[src/rtl/cu_read_cmd_scheduler.sv]
// Compute-unit bulk reader: turns a (base, num_lines) request into 128B line read commands,
// throttled by outstanding credits and buffer back-pressure, and retires responses.
module cu_read_cmd_scheduler #(
  parameter int unsigned MAX_OUTSTANDING = 16,
  parameter int unsigned TAG_W           = 8
) (
  input  logic             clock,
  input  logic             rstn_in,
  input  logic             enabled_in,
  input  logic             start_in,
  input  logic [63:0]      base_addr_in,
  input  logic [31:0]      num_lines_in,
  input  logic             buf_full_in,
  output logic             cmd_valid_out,
  output logic [63:0]      cmd_addr_out,
  output logic [TAG_W-1:0] cmd_tag_out,
  input  logic             rsp_valid_in,
  input  logic             rsp_error_in,
  output logic             busy_out,
  output logic             done_out,
  output logic             error_out,
  output logic [63:0]      status_out
);

  typedef enum logic [2:0] {
    S_IDLE,
    S_ISSUE,
    S_DRAIN,
    S_ERROR,
    S_DONE
  } state_t;

  state_t             state_q, state_d;
  logic [63:0]        base_q, base_d;
  logic [31:0]        num_q, num_d;
  logic [31:0]        issued_q, issued_d;
  logic [31:0]        retired_q, retired_d;
  logic               cmd_valid_q, cmd_valid_d;
  logic [63:0]        cmd_addr_q, cmd_addr_d;
  logic [TAG_W-1:0]   cmd_tag_q, cmd_tag_d;
  logic               error_q, error_d;
  logic [63:0]        status_q, status_d;

  logic [31:0]        outstanding;
  logic               active;
  logic               rsp_fault;
  logic               issue_ok;

  always_comb begin
    state_d     = state_q;
    base_d      = base_q;
    num_d       = num_q;
    issued_d    = issued_q;
    retired_d   = retired_q;
    cmd_valid_d = 1'b0;
    cmd_addr_d  = '0;
    cmd_tag_d   = '0;
    error_d     = error_q;
    status_d    = {issued_q, retired_q};

    outstanding = issued_q - retired_q;
    active      = (state_q == S_ISSUE) || (state_q == S_DRAIN) || (state_q == S_ERROR);
    rsp_fault   = rsp_valid_in && rsp_error_in;

    // Credit check uses registered counts, so a retire at the limit frees a slot one cycle later.
    issue_ok = (state_q == S_ISSUE) && enabled_in && !buf_full_in && !rsp_fault
               && (outstanding < 32'(MAX_OUTSTANDING)) && (issued_q < num_q);

    if (active && rsp_valid_in) begin
      retired_d = retired_q + 32'd1;
    end

    if (issue_ok) begin
      cmd_valid_d = 1'b1;
      cmd_addr_d  = base_q + {25'd0, issued_q, 7'd0};
      cmd_tag_d   = issued_q[TAG_W-1:0];
      issued_d    = issued_q + 32'd1;
    end

    // Faults are taken even while disabled so that no failed response is lost.
    case (state_q)
      S_IDLE: begin
        if (start_in && enabled_in) begin
          base_d    = base_addr_in & ~64'h7F;
          num_d     = num_lines_in;
          issued_d  = '0;
          retired_d = '0;
          error_d   = 1'b0;
          state_d   = (num_lines_in == 32'd0) ? S_DONE : S_ISSUE;
        end
      end
      S_ISSUE: begin
        if (rsp_fault) begin
          state_d = S_ERROR;
          error_d = 1'b1;
        end else if (enabled_in && (issued_q == num_q)) begin
          state_d = S_DRAIN;
        end
      end
      S_DRAIN: begin
        if (rsp_fault) begin
          state_d = S_ERROR;
          error_d = 1'b1;
        end else if (enabled_in && (retired_q == issued_q)) begin
          state_d = S_DONE;
        end
      end
      S_ERROR: begin
        if (enabled_in && (retired_q == issued_q)) begin
          state_d = S_DONE;
        end
      end
      S_DONE: begin
        if (enabled_in) begin
          state_d = S_IDLE;
        end
      end
      default: state_d = S_IDLE;
    endcase
  end

  always_ff @(posedge clock or negedge rstn_in) begin
    if (!rstn_in) begin
      state_q     <= S_IDLE;
      base_q      <= '0;
      num_q       <= '0;
      issued_q    <= '0;
      retired_q   <= '0;
      cmd_valid_q <= 1'b0;
      cmd_addr_q  <= '0;
      cmd_tag_q   <= '0;
      error_q     <= 1'b0;
      status_q    <= '0;
    end else begin
      state_q     <= state_d;
      base_q      <= base_d;
      num_q       <= num_d;
      issued_q    <= issued_d;
      retired_q   <= retired_d;
      cmd_valid_q <= cmd_valid_d;
      cmd_addr_q  <= cmd_addr_d;
      cmd_tag_q   <= cmd_tag_d;
      error_q     <= error_d;
      status_q    <= status_d;
    end
  end

  assign cmd_valid_out = cmd_valid_q;
  assign cmd_addr_out  = cmd_addr_q;
  assign cmd_tag_out   = cmd_tag_q;
  assign error_out     = error_q;
  assign status_out    = status_q;
  assign done_out      = (state_q == S_DONE);
  assign busy_out      = (state_q == S_ISSUE) || (state_q == S_DRAIN) || (state_q == S_ERROR);

endmodule
[config.mk]
export PLATFORM = sky130hd
export DESIGN_NAME = cu_read_cmd_scheduler
export DESIGN_NICKNAME = d
export VERILOG_FILES = /design/src/rtl/cu_read_cmd_scheduler.sv
export SDC_FILE = /design/constraint.sdc
export NUM_CORES = 1
export LEC_CHECK = 0
export BUFFER_PORTS_ARGS = -buffer_cell sky130_fd_sc_hd__buf_2
export CORE_ASPECT_RATIO = 1.1
export CORE_MARGIN = 1.5
export CORE_UTILIZATION = 59
export CTS_BUF_LIST = sky130_fd_sc_hd__clkbuf_8
export DETAILED_ROUTE_END_ITERATION = 8
export PLACE_DENSITY = 0.82
export SLEW_MARGIN = 20
export SYNTH_ARGS = -nofsm -noshare
export SYNTH_HDL_FRONTEND = slang
export SYNTH_SLANG_ARGS = --single-unit
export TNS_END_PERCENT = 30
[constraint.sdc]
create_clock -name clock -period 4.2 [get_ports clock]
set_input_delay 0.84 -clock clock [delete_from_list [all_inputs] [get_ports clock]]
set_output_delay 0.84 -clock clock [all_outputs]
set_load 0.02 [all_outputs]
Yosys cells after proc, flatten, opt, wreduce, memory -nomap -nowiden
Cells that the tools add are included.
{ "op_classes": {"reduce_logical": 21, "n_lt_le_gt_ge": 2, "n_mux": 20, "add_sub_neg": 4, "n_eq_ne": 10} }
{ "ops": {"columns": ["operator", "n"], "rows": [
  ["2-to-1 mux 32 bit", 6],
  ["adder 32 x 1 -> 32 bit, second input constant", 2],
  ["adder 64 x 39 -> 64 bit", 1],
  ["== test 32 bit", 2],
  ["2-to-1 mux 64 bit", 1],
  ["logical NOT 32 bit", 1],
  ["< comparator 32 bit", 1],
  ["< comparator 32 x 5 -> 1 bit, second input constant", 1],
  ["subtractor 32 bit", 1],
  ["2-to-1 mux 3 bit", 7],
  ["one-hot mux 3 bit (5 select lines)", 1],
  ["logical AND 1 bit", 10],
  ["2-to-1 mux 8 bit", 1],
  ["== test 3 x 2 -> 1 bit, second input constant", 2],
  ["AND reduction 3 bit", 2],
  ["inequality test 2 bit, second input constant", 2],
  ["== test 3 x 1 -> 1 bit, second input constant", 1],
  ["== test 3 bit, second input constant", 1],
  ["logical NOT 3 bit", 1],
  ["2-to-1 mux 1 bit", 3],
  ["inequality test 3 x 2 -> 1 bit, second input constant", 1],
  ["logical NOT 1 bit", 2],
  ["logical OR 1 bit", 2],
  ["inequality test 2 x 1 -> 1 bit, second input constant", 1],
  ["other kinds (4)", 4]
]} }
{ "word_totals": {"reg_bits": 294, "word_cells": 67, "in_bits": 103} }

Longest topological paths before layout
Gate-level depths: netlist (run 1).
{ "depth": {"ltp_word": 9, "depth_mapped": 17, "mapped_depth_nobuf": 13} }

Least setup slack after synthesis (run 1)
No wires, ideal clock.
{ "synth_path": {"path_kind": "register to register", "start": "register issued_q[8]", "end": "register issued_q[30]", "required_time_ns": 4.134, "setup_ns": 0.066, "path_buffers": 2, "arrival_time_ns": 3.725, "path_stages_with_launch": 14, "path_slack_ns": 0.409, "path_cell_list": "dfrtp_1 ha_1 buf_6 a21o_1 a221o_1 a21oi_2 o211ai_2 a2111o_1 or4_4 nor4_4 nand4b_4 buf_6 or4_1 nand2_1"} }
{ "synth_between": {"elab_chain_cells": 7, "elab_cells_between_ends": 9} }
{ "synth_lines": {"columns": ["element", "line", "source"], "rows": [
  ["start, declared", "36", "logic [31:0] issued_q, issued_d;"],
  ["start signal, assigned", "138", "issued_q <= issued_d;"],
  ["subtractor 32 bit", "61", "outstanding = issued_q - retired_q;"],
  ["< comparator 32 x 5 -> 1 bit", "67", "&& (outstanding < 32'(MAX_OUTSTANDING)) && (issued_q < num_q);"],
  ["logical AND 1 bit (2 in series)", "67", null],
  ["2-to-1 mux 32 bit (*)", "73", "if (issue_ok) begin"],
  ["2-to-1 mux 32 bit", "83", "if (start_in && enabled_in) begin"],
  ["2-to-1 mux 32 bit (*)", "81", "case (state_q)"],
  ["via issued_d[30]", "36", null]
]} }
The timed path passes the listed nets; every way through them passes the cells marked *.
A chain may end at the register's enable or synchronous reset.

Worst setup path after layout (run 1)
{ "layout_path": {"start": "register issued_q[3]", "end": "register issued_q[27]"} }
Same word-level chain as after synthesis.

==> flow_summary.json, run 1 <==
{
  "h-tree-depth": 2,
  "area_growth_pct": 23.1,
  "clock_skew_ns": 0.0336,
  "routed_via_density": 5.96,
  "synth_top_family_by_area": "simple AND/OR/NAND/NOR gates",
  "fmax_mhz": 243,
  "top_layer": "met5",
  "grt_overflow_total": 0,
  "max-cap-violations": 0,
  "worst_setup_path_end_kind": "flip-flop",
  "synthTopCellsByCount": "nand2_1 (310), dfrtp_1 (287), nor2_1 (161)",
  "drive_gt1_share_pct": 23.4,
  "tightest_slew_ns": 0.872,
  "synth.distinct_cells": 87,
  "yosysMostFrequentCell": "nand2_1",
  "criticalPathCategory": "reg -> reg",
  "crit_required_ns": 4.71,
  "ys.warnings.count": 0,
  "cp.arrival_ns": 4.62,
  "coreArea_um2": 26100,
  "insertion_delay_ns": 0.58,
  "hold_viol_final": 0,
  "num_rows": 62,
  "synth_fa_ha_area_share_pct": 7.85,
  "placed_cells": 2338,
  "gp_congestion": 0.979,
  "tns_ns": 0,
  "clk_pin_slew_ns": 0.07,
  "io_buffers": 228,
  "async_reset_ff_share_pct": 100,
  "final_max_slew_viol_count": 0,
  "finalCriticalPeriod_ns": 4.11,
  "drtPass1Iterations": 5,
  "start_util_pct": 60.1,
  "status": "finished, final reports clean",
  "die_height_um": 174,
  "cts_sinks": 287,
  "synth-xor-area-share_pct": 4.52,
  "synth-simple-area-share_pct": 23.4,
  "ctsRootBufferMaster": "clkbuf_8",
  "drt_wl_total_um": 46900,
  "fill_cells": 1872,
  "synth-edff-count": 0,
  "numCtsBuffers": 46,
  "synth_flop_cell": "dfrtp_1",
  "die_area_um2": 27600,
  "p_leak_nw": 9.90,
  "dp_hpwl_um": 33200,
  "syn-cell-area_um2": 15700,
  "fin_crit_sh_pct": 97.8,
  "fin_cells": 2436,
  "grt_pass1_wl_um": 72000,
  "die_w_um": 159,
  "postSynthCellCount": 1728,
  "drc": 0,
  "critPathLaunchType": "flip-flop",
  "finalSetupViolCount": 0,
  "avgSynthCellArea_um2": 9.09,
  "synth_area_leaders": "dfrtp_1 (46%), ha_1 (7.7%), nand2_1 (7.4%)",
  "irDropWorstVdd_mv": 0.310,
  "vias": 14500,
  "ys_ff_latch": 287,
  "power_density_nw_per_um2": 488,
  "slew_headroom_pct": 41.8,
  "grt_max_degree": 154,
  "routed-wl-met2_um": 21700,
  "yosysTopAreaCell": "dfrtp_1",
  "grt_pass1_vias": 13900,
  "synth_top_area_share_pct": 45.7,
  "wl_met1_um": 19100,
  "synthMuxAreaShare_pct": 1.11,
  "grt_usage_pct": 33.4,
  "wl_met3_um": 3760,
  "cp_max_fo": 13,
  "antenna_found_initial": 5,
  "cts_tree": "done",
  "postCtsHoldBufs": 0,
  "synth_compound_area_share_pct": 12.9,
  "wl_per_cell_um": 19.3,
  "detail-route-antenna-nets": 0,
  "cts_buffer_depth": 3,
  "hp-class": "in -> async",
  "first_iter_violations": 1356,
  "ioPinCount": 243,
  "num-nets-final": 2245,
  "ys_seq_area_share_pct": 45.7
}
==> layout make-up <==
type	count	area, um2	area share [%]
tap	352	440	2.28
clock buffer	61	840	4.34
clock inverter	24	244	1.26
timing repair buffer	336	2130	11.0
inverter	97	364	1.88
multi-input combinational	1276	8140	42.1
antenna	3	7.51	0.0388
sequential	287	7180	37.1
==> power breakdown <==
| group | leakage (nW) | switching, W | internal, W |
|---|---|---|---|
| logic | 5.46 | 0.00180 | 0.00127 |
| registers | 3.85 | 0.000346 | 0.00326 |
| clock network | 0.595 | 0.00115 | 0.00162 |
==> cell usage in the layout (no fill, tap or decap), types with 10 or more instances in the layout <==
master,n
xnor2_1,54
o211ai_1,25
nand3_1,48
a211oi_1,10
buf_4,96
nor2_1,160
mux2i_1,13
buf_2,227
o21ai_0,89
nor3_1,31
a21oi_1,74
nor2b_1,14
inv_1,101
a21o_1,20
xor2_1,26
nand2_1,309
clkinv_2,10
or3_1,29
nor4_1,17
clkbuf_8,61
ha_1,87
or4_1,28
and3_1,13
nand2b_1,21
nand4_1,28
dfrtp_1,287
==> worst max-delay path, cell delays in order, from the launching register on <==
cell and delay, ns:
dfrtp_1 0.46, ha_4 0.28, a211oi_2 0.25, nor2_2 0.10
buf_12 0.14, o31ai_4 0.32, buf_4 0.19, a21oi_4 0.05
a41o_1 0.27, a311o_1 0.34, a41oi_2 0.32, xor2_2 0.25
nand4b_4 0.26, clkbuf_16 0.26, or4_1 0.49, nand2_1 0.09
==> state kept, by name, summed over array words and instances (netlist names) <==
register       count
cmd_valid_out      1
error_out          1
state_q            3
cmd_tag_out        8
num_q             32
issued_q          32
retired_q         32
base_q            57
status_out        64
cmd_addr_out      57
==> cells by family after synthesis <==
| family | Yosys count |
|---|---|
| DFF | 287 |
| muxes | 17 |
| AOI/OAI and AO/OA | 311 |
| buffers and inverters | 171 |
| xor gates and xnor gates | 81 |
| and+or+nand+nor | 762 |
| adders and majority gates | 98 |
| other | 1 |
==> timing repair <==
item	4_1_cts	5_1_grt
gates cloned	0	3
pin swaps	0	16
endpoints found under the setup margin	24	72
gates resized for setup	2	50
buffers inserted	0	7
==> through the flow <==
step	util, %	instance area (um2)	worst slack (ns)	hold slack, ns	power [W]
6_report	74.0	19300	0.0908	0.347	0.00943
5_1_grt	74.0	19300	-0.0616	0.398	0.00993
4_1_cts	72.4	18900	0.0139	0.377	0.00923
3_5_place_dp	68.2	17800	-0.0149	0.368	0.00644
3_3_place_gp	68.2	17800	-0.0472	0.365	0.00630
2_1_floorplan	-	15700	0.409	0.354	0.00547
==> per-layer routing <==
layer  vias up  GRT usage (%)
met4         2           14.0
met3       170           4.99
li1       6656              -
met2       741           53.6
met5         -              0
met1      6951           45.0
==> final timing paths <==
check | start | endpoint | slack, ns | cells past startpoint
worst max-delay path | issued_q[3] | issued_q[27] | 0.09 | 15
worst min-delay path | rstn_in | cmd_addr_out[13] | 0.35 | 1
worst max register to register | issued_q[3] | issued_q[27] | 0.09 | 15
worst min register to register | retired_q[11] | status_out[11] | 0.39 | 0
max in group asynchronous | rstn_in | status_out[58] | 2.97 | 2
min in group clock | retired_q[11] | status_out[11] | 0.39 | 0
Note: power is estimated with default switching activity, not from simulation.
==> inputs of run 2 (changes only) <==
--- a/config.mk
+++ b/config.mk
@@ -8,10 +8,12 @@
 export BUFFER_PORTS_ARGS = -buffer_cell sky130_fd_sc_hd__buf_2
 export CORE_ASPECT_RATIO = 1.1
 export CORE_MARGIN = 1.5
-export CORE_UTILIZATION = 59
+export CORE_UTILIZATION = 55
 export CTS_BUF_LIST = sky130_fd_sc_hd__clkbuf_8
+export CTS_CLUSTER_DIAMETER = 60
 export DETAILED_ROUTE_END_ITERATION = 8
-export PLACE_DENSITY = 0.82
+export PLACE_DENSITY = 0.78
+export RECOVER_POWER = 50
 export SLEW_MARGIN = 20
 export SYNTH_ARGS = -nofsm -noshare
 export SYNTH_HDL_FRONTEND = slang
==> flow_summary.json, run 2 (synthesis results as in run 1) <==
{
  "die_area_um2": 29600,
  "grt_pass1_wl_um": 69000,
  "totalPowerFinal_w": 0.00892,
  "irDropWorstVdd_mv": 0.269,
  "slew_headroom_pct": 25.2,
  "drtPass1Iterations": 5,
  "die_w_um": 164,
  "cp_max_fo": 54,
  "gp_congestion": 0.947,
  "mostFrequentLayoutCell": "nand2_1",
  "start_util_pct": 56.2,
  "whs_ns": 0.287,
  "drive_gt1_share_pct": 21.5,
  "dpl_worst_slack_ns": 0.0524,
  "rsz0062_at_grt": "true",
  "largest_reg_flops": 64,
  "finalCriticalPeriod_ns": 4.10,
  "p_leak_nw": 9.63,
  "die_height_um": 180,
  "grt_usage_pct": 29.5,
  "clock_skew_ns": 0.0330,
  "timing.final.ws_setup_ns": 0.102,
  "placed_cells": 2334,
  "ioPinCount": 243,
  "num-nets-final": 2225,
  "antenna_found_initial": 2,
  "postCtsHoldBufs": 0,
  "grt_overflow_total": 0,
  "ctsRootBufferMaster": "clkbuf_8",
  "detail-route-antenna-nets": 0,
  "io_buffers": 228,
  "insertion_delay_ns": 0.57,
  "crit_start": "retired_q[7]",
  "h-tree-depth": 2,
  "cpPeakStageDelay_ns": 0.52,
  "slowest_stage": "or4b_1",
  "drt_wl_total_um": 44400,
  "grt_pass1_vias": 13400,
  "criticalPathCategory": "reg -> reg",
  "cts_buffer_depth": 3,
  "crit_top_cell": "a21oi_4",
  "routed_via_density": 5.81,
  "cts_tree": "done",
  "final_core_util_pct": 67.5,
  "clk_pin_slew_ns": 0.07,
  "worstReg2RegStart": "retired_q[7]",
  "crit_required_ns": 4.70,
  "num_rows": 64,
  "r2r_slack_ns": 0.10,
  "grt_max_degree": 142,
  "fmax_mhz": 244,
  "drc": 0,
  "worst_setup_path_end_kind": "flip-flop",
  "cts_sinks": 287,
  "coreArea_um2": 27900,
  "wl_per_cell_um": 18.3,
  "final_max_slew_viol_count": 0,
  "cp.arrival_ns": 4.60,
  "power_density_nw_per_um2": 473,
  "fin_cells": 2421,
  "area_growth_pct": 20.0,
  "status": "finished, final reports clean",
  "dp_hpwl_um": 32300,
  "vias": 14100,
  "final_cell_mix": "nand2_1 (309), dfrtp_1 (287), buf_2 (227), nor2_1 (160), inv_1 (110)",
  "fin_crit_sh_pct": 97.6,
  "numCtsBuffers": 45,
  "tightest_slew_ns": 1.12,
  "max-cap-violations": 0,
  "first_iter_violations": 1336,
  "finalSetupViolCount": 0,
  "worstPathCellList": "inv_1, ha_1, and3_4, a221o_2, a21oi_4, a21oi_4, a41o_1, a311o_1, a41oi_4, xor2_2, nand4b_4, buf_12, or4b_1, nand2_1",
  "hp-class": "in -> async",
  "hold_viol_final": 0,
  "critPathLaunchType": "flip-flop"
}
run 2: cell count changes in the layout (fill, tap and decap cells not counted), sizes merged:
cell and change:
diode -2, bufinv -4, clkbuf -5, buf -19
o311a +1, clkinv -5, clkinvlp +2, inv +6
run 2: routing by layer:
metal | track usage [%] | share of wire, % | vias to the layer above
met2 | 48.1 | 48 | 518
met3 | 3.61 | 6.5 | 87
met5 | 0 | 0 | -
met1 | 40.8 | 43 | 6847
li1 | - | - | 6605
met4 | 9.49 | 3.1 | 0
run 2: worst paths after layout:
kind | end | depth (start not counted)
setup reg to reg | issued_q[11] | 14
max in group asynchronous | status_out[31] | 2
hold reg to reg | status_out[11] | 0
hold / removal | cmd_addr_out[8] | 1
setup / recovery | issued_q[11] | 14
min in group clock | status_out[11] | 0
run 2: stage by stage:
step,area [um2],TNS [ns]
floorplan,15700,0
global placement,17700,0
detailed placement,17700,0
CTS,18600,0
global route,18900,-0.183
finish,18900,0
run 2: where the power goes:
| part | switching [W] | internal, W |
|---|---|---|
| clock network | 0.00110 | 0.00129 |
| registers | 0.000339 | 0.00326 |
| logic | 0.00176 | 0.00117 |
run 2: timing repair:
| action | CTS | global route |
|---|---|---|
| setup buffers | 0 | 5 |
| setup endpoints to repair | 0 | 98 |
| gates resized for setup | 0 | 37 |
run 2: final cells by class:
| class | count | area [um2] |
|---|---|---|
| clock buffer | 57 | 785 |
| antenna | 1 | 2.50 |
| tap | 363 | 454 |
| inverter | 97 | 364 |
| clock inverter | 23 | 139 |
| fill | 2211 | 9090 |
| sequential | 287 | 7180 |
| timing repair buffer | 316 | 1870 |
| multi-input combinational | 1277 | 8060 |
run 2: worst max-delay path: cells and delay by family (launching register included):
family / cells / cell delay [ns]
simple gates: 4 / 0.94
compound gates: 6 / 1.78
buf+inv: 2 / 0.34
xor+xnor: 1 / 0.25
flops: 1 / 0.42
fa+ha+maj: 1 / 0.27
==> inputs of run 3 (changes only) <==
==> constraint.sdc (replaced) <==
create_clock -name clock -period 3.85 [get_ports clock]
set_input_delay 0.77 -clock clock [delete_from_list [all_inputs] [get_ports clock]]
set_output_delay 0.77 -clock clock [all_outputs]
set_load 0.02 [all_outputs]
==> flow_summary.json, run 3 (synthesis results as in run 1) <==
{
  "hp-class": "in -> async",
  "drt_wl_total_um": 46900,
  "cts_buffer_depth": 3,
  "drtPass1Iterations": 5,
  "seqCellArea_um2": 7180,
  "fill_cells": 2092,
  "cp_max_fo": 6,
  "numCtsBuffers": 47,
  "power.switching_w": 0.00366,
  "max-cap-violations": 0,
  "die_area_um2": 29600,
  "cts_tree": "done",
  "start_util_pct": 56.2,
  "violations": "negative setup slack",
  "irDropWorstVdd_mv": 0.383,
  "first_iter_violations": 1192,
  "detail-route-antenna-nets": 0,
  "worstPathCellList": "ha_1, nand4_1, a21oi_2, buf_4, o31ai_4, buf_4, a21oi_4, a41o_1, a311o_1, a41oi_4, buf_4, o311a_4, buf_4, nand3b_1, or4_1, nand2_1",
  "critPathLaunchType": "flip-flop",
  "vias": 14700,
  "slew_headroom_pct": 22.8,
  "hold_viol_final": 0,
  "die_w_um": 164,
  "status": "complete, but fails checks",
  "routed_via_density": 5.81,
  "ctsRootBufferMaster": "clkbuf_8",
  "fin_crit_sh_pct": 103,
  "cp.arrival_ns": 4.50,
  "gp_congestion": 0.972,
  "coreArea_um2": 27900,
  "final_core_util_pct": 71.8,
  "drc": 0,
  "p_leak_nw": 10.2,
  "finalCriticalPeriod_ns": 3.98,
  "clk_pin_slew_ns": 0.07,
  "met2_usage_pct": 49.8,
  "rsz0062_at_grt": "true",
  "fmax_mhz": 251,
  "grt_max_degree": 146,
  "grt_use_met1_pct": 40.9,
  "wl_per_cell_um": 18.5,
  "dpl_worst_slack_ns": -0.230,
  "intPower_w": 0.00677,
  "tightest_slew_ns": 1.15,
  "cpPeakStageDelay_ns": 0.44,
  "worst_setup_path_end_kind": "flip-flop",
  "mostFrequentLayoutCell": "nand2_1",
  "met3_usage_pct": 5.02,
  "crit_start": "issued_q[2]",
  "crit_required_ns": 4.37,
  "finalSetupViolCount": 32,
  "antenna_found_initial": 1,
  "grt_pass1_vias": 14200,
  "grt_overflow_total": 0,
  "num-nets-final": 2335,
  "slowest_stage": "o311a_4",
  "clock_power_share_pct": 28.2,
  "drive_gt1_share_pct": 26.6,
  "grt_usage_pct": 30.8,
  "h-tree-depth": 2,
  "criticalPathCategory": "reg -> reg",
  "combinationalPowerShare_pct": 34.3,
  "multi_input_area_um2": 8350,
  "num_rows": 64,
  "grt-busiest-layer": "met2",
  "final_cell_mix": "nand2_1 (309), dfrtp_1 (285), buf_2 (227), buf_4 (156), nor2_1 (153)",
  "io_buffers": 228,
  "insertion_delay_ns": 0.59,
  "power_density_nw_per_um2": 520,
  "dp_hpwl_um": 33300,
  "clock_skew_ns": 0.0272,
  "seqPwrFrac_pct": 37.4,
  "cts_sinks": 287,
  "grt_pass1_wl_um": 72100,
  "crit_top_cell": "buf_4",
  "die_height_um": 180,
  "area_growth_pct": 27.7,
  "whs_ns": 0.210,
  "netSwitchingFraction_pct": 35.1,
  "final_max_slew_viol_count": 0,
  "worstReg2RegStart": "issued_q[2]",
  "largest_reg_flops": 64,
  "ioPinCount": 243,
  "tns_ns": -2.18,
  "timing.final.ws_setup_ns": -0.134
}
run 3: cell types whose count changed in the layout (fill, tap and decap cells not counted), sizes merged:
cell / delta
clkinv: +3
o311a: +2
bufinv: +3
clkinvlp: +1
clkbuf: +26
inv: -4
buf: +83
run 3: cell type report:
class	instances	area share, %
clock inverters	26	1.14
well taps	363	2.26
multi-input cells	1279	41.6
diodes	1	0.0125
repair buffers	422	13.2
flip-flops and latches	287	35.8
clock buffers	60	4.11
inverters	97	1.81
run 3: final timing paths:
path,to,slack [ns],cells after the start
max in group asynchronous,base_q[38],2.83,2
setup reg to reg,issued_q[19],-0.13,16
hold reg to reg,status_out[19],0.40,0
hold / removal,cmd_addr_out[12],0.21,1
min in group clock,base_q[18],0.38,3
setup / recovery,issued_q[19],-0.13,16
run 3: power groups by stage:
stage	Clock (W)	Sequential [W]	Combinational, W
floorplan	0	0.00391	0.00206
global placement	0	0.00391	0.00308
finish	0.00295	0.00391	0.00358
global route	0.00312	0.00397	0.00394
detailed placement	0	0.00394	0.00319
CTS	0.00299	0.00390	0.00329
run 3: routing by layer:
layer | part of all wire, % | up-vias
li1 | - | 6848
met1 | 41 | 7053
met2 | 47 | 662
met3 | 7.8 | 157
met4 | 4.7 | 0
met5 | 0 | -
run 3: through the flow:
stage	area, um2	instances	total power, W
CTS	19700	2522	0.0102
finish	20100	2535	0.0104
global route	20100	2535	0.0110
global placement	18400	2429	0.00700
floorplan	15700	1734	0.00597
detailed placement	18400	2429	0.00713
run 3: worst max-delay path, delay by kind of cell (launching register included):
family,cells,cell delay [ns]
compound gates,7,1.59
simple gates,4,0.84
buf+inv,4,0.73
flops,1,0.43
fa+ha+maj,1,0.34
run 3: timing repair:
action / in CTS / in global routing
hold buffers: 0 / 0
cloned: 1 / 3
gates resized for setup: 30 / 63
setup endpoints to repair: 96 / 98
endpoints found under the hold margin: 0 / 0
pin swaps: 12 / 24
buffers inserted: 6 / 9
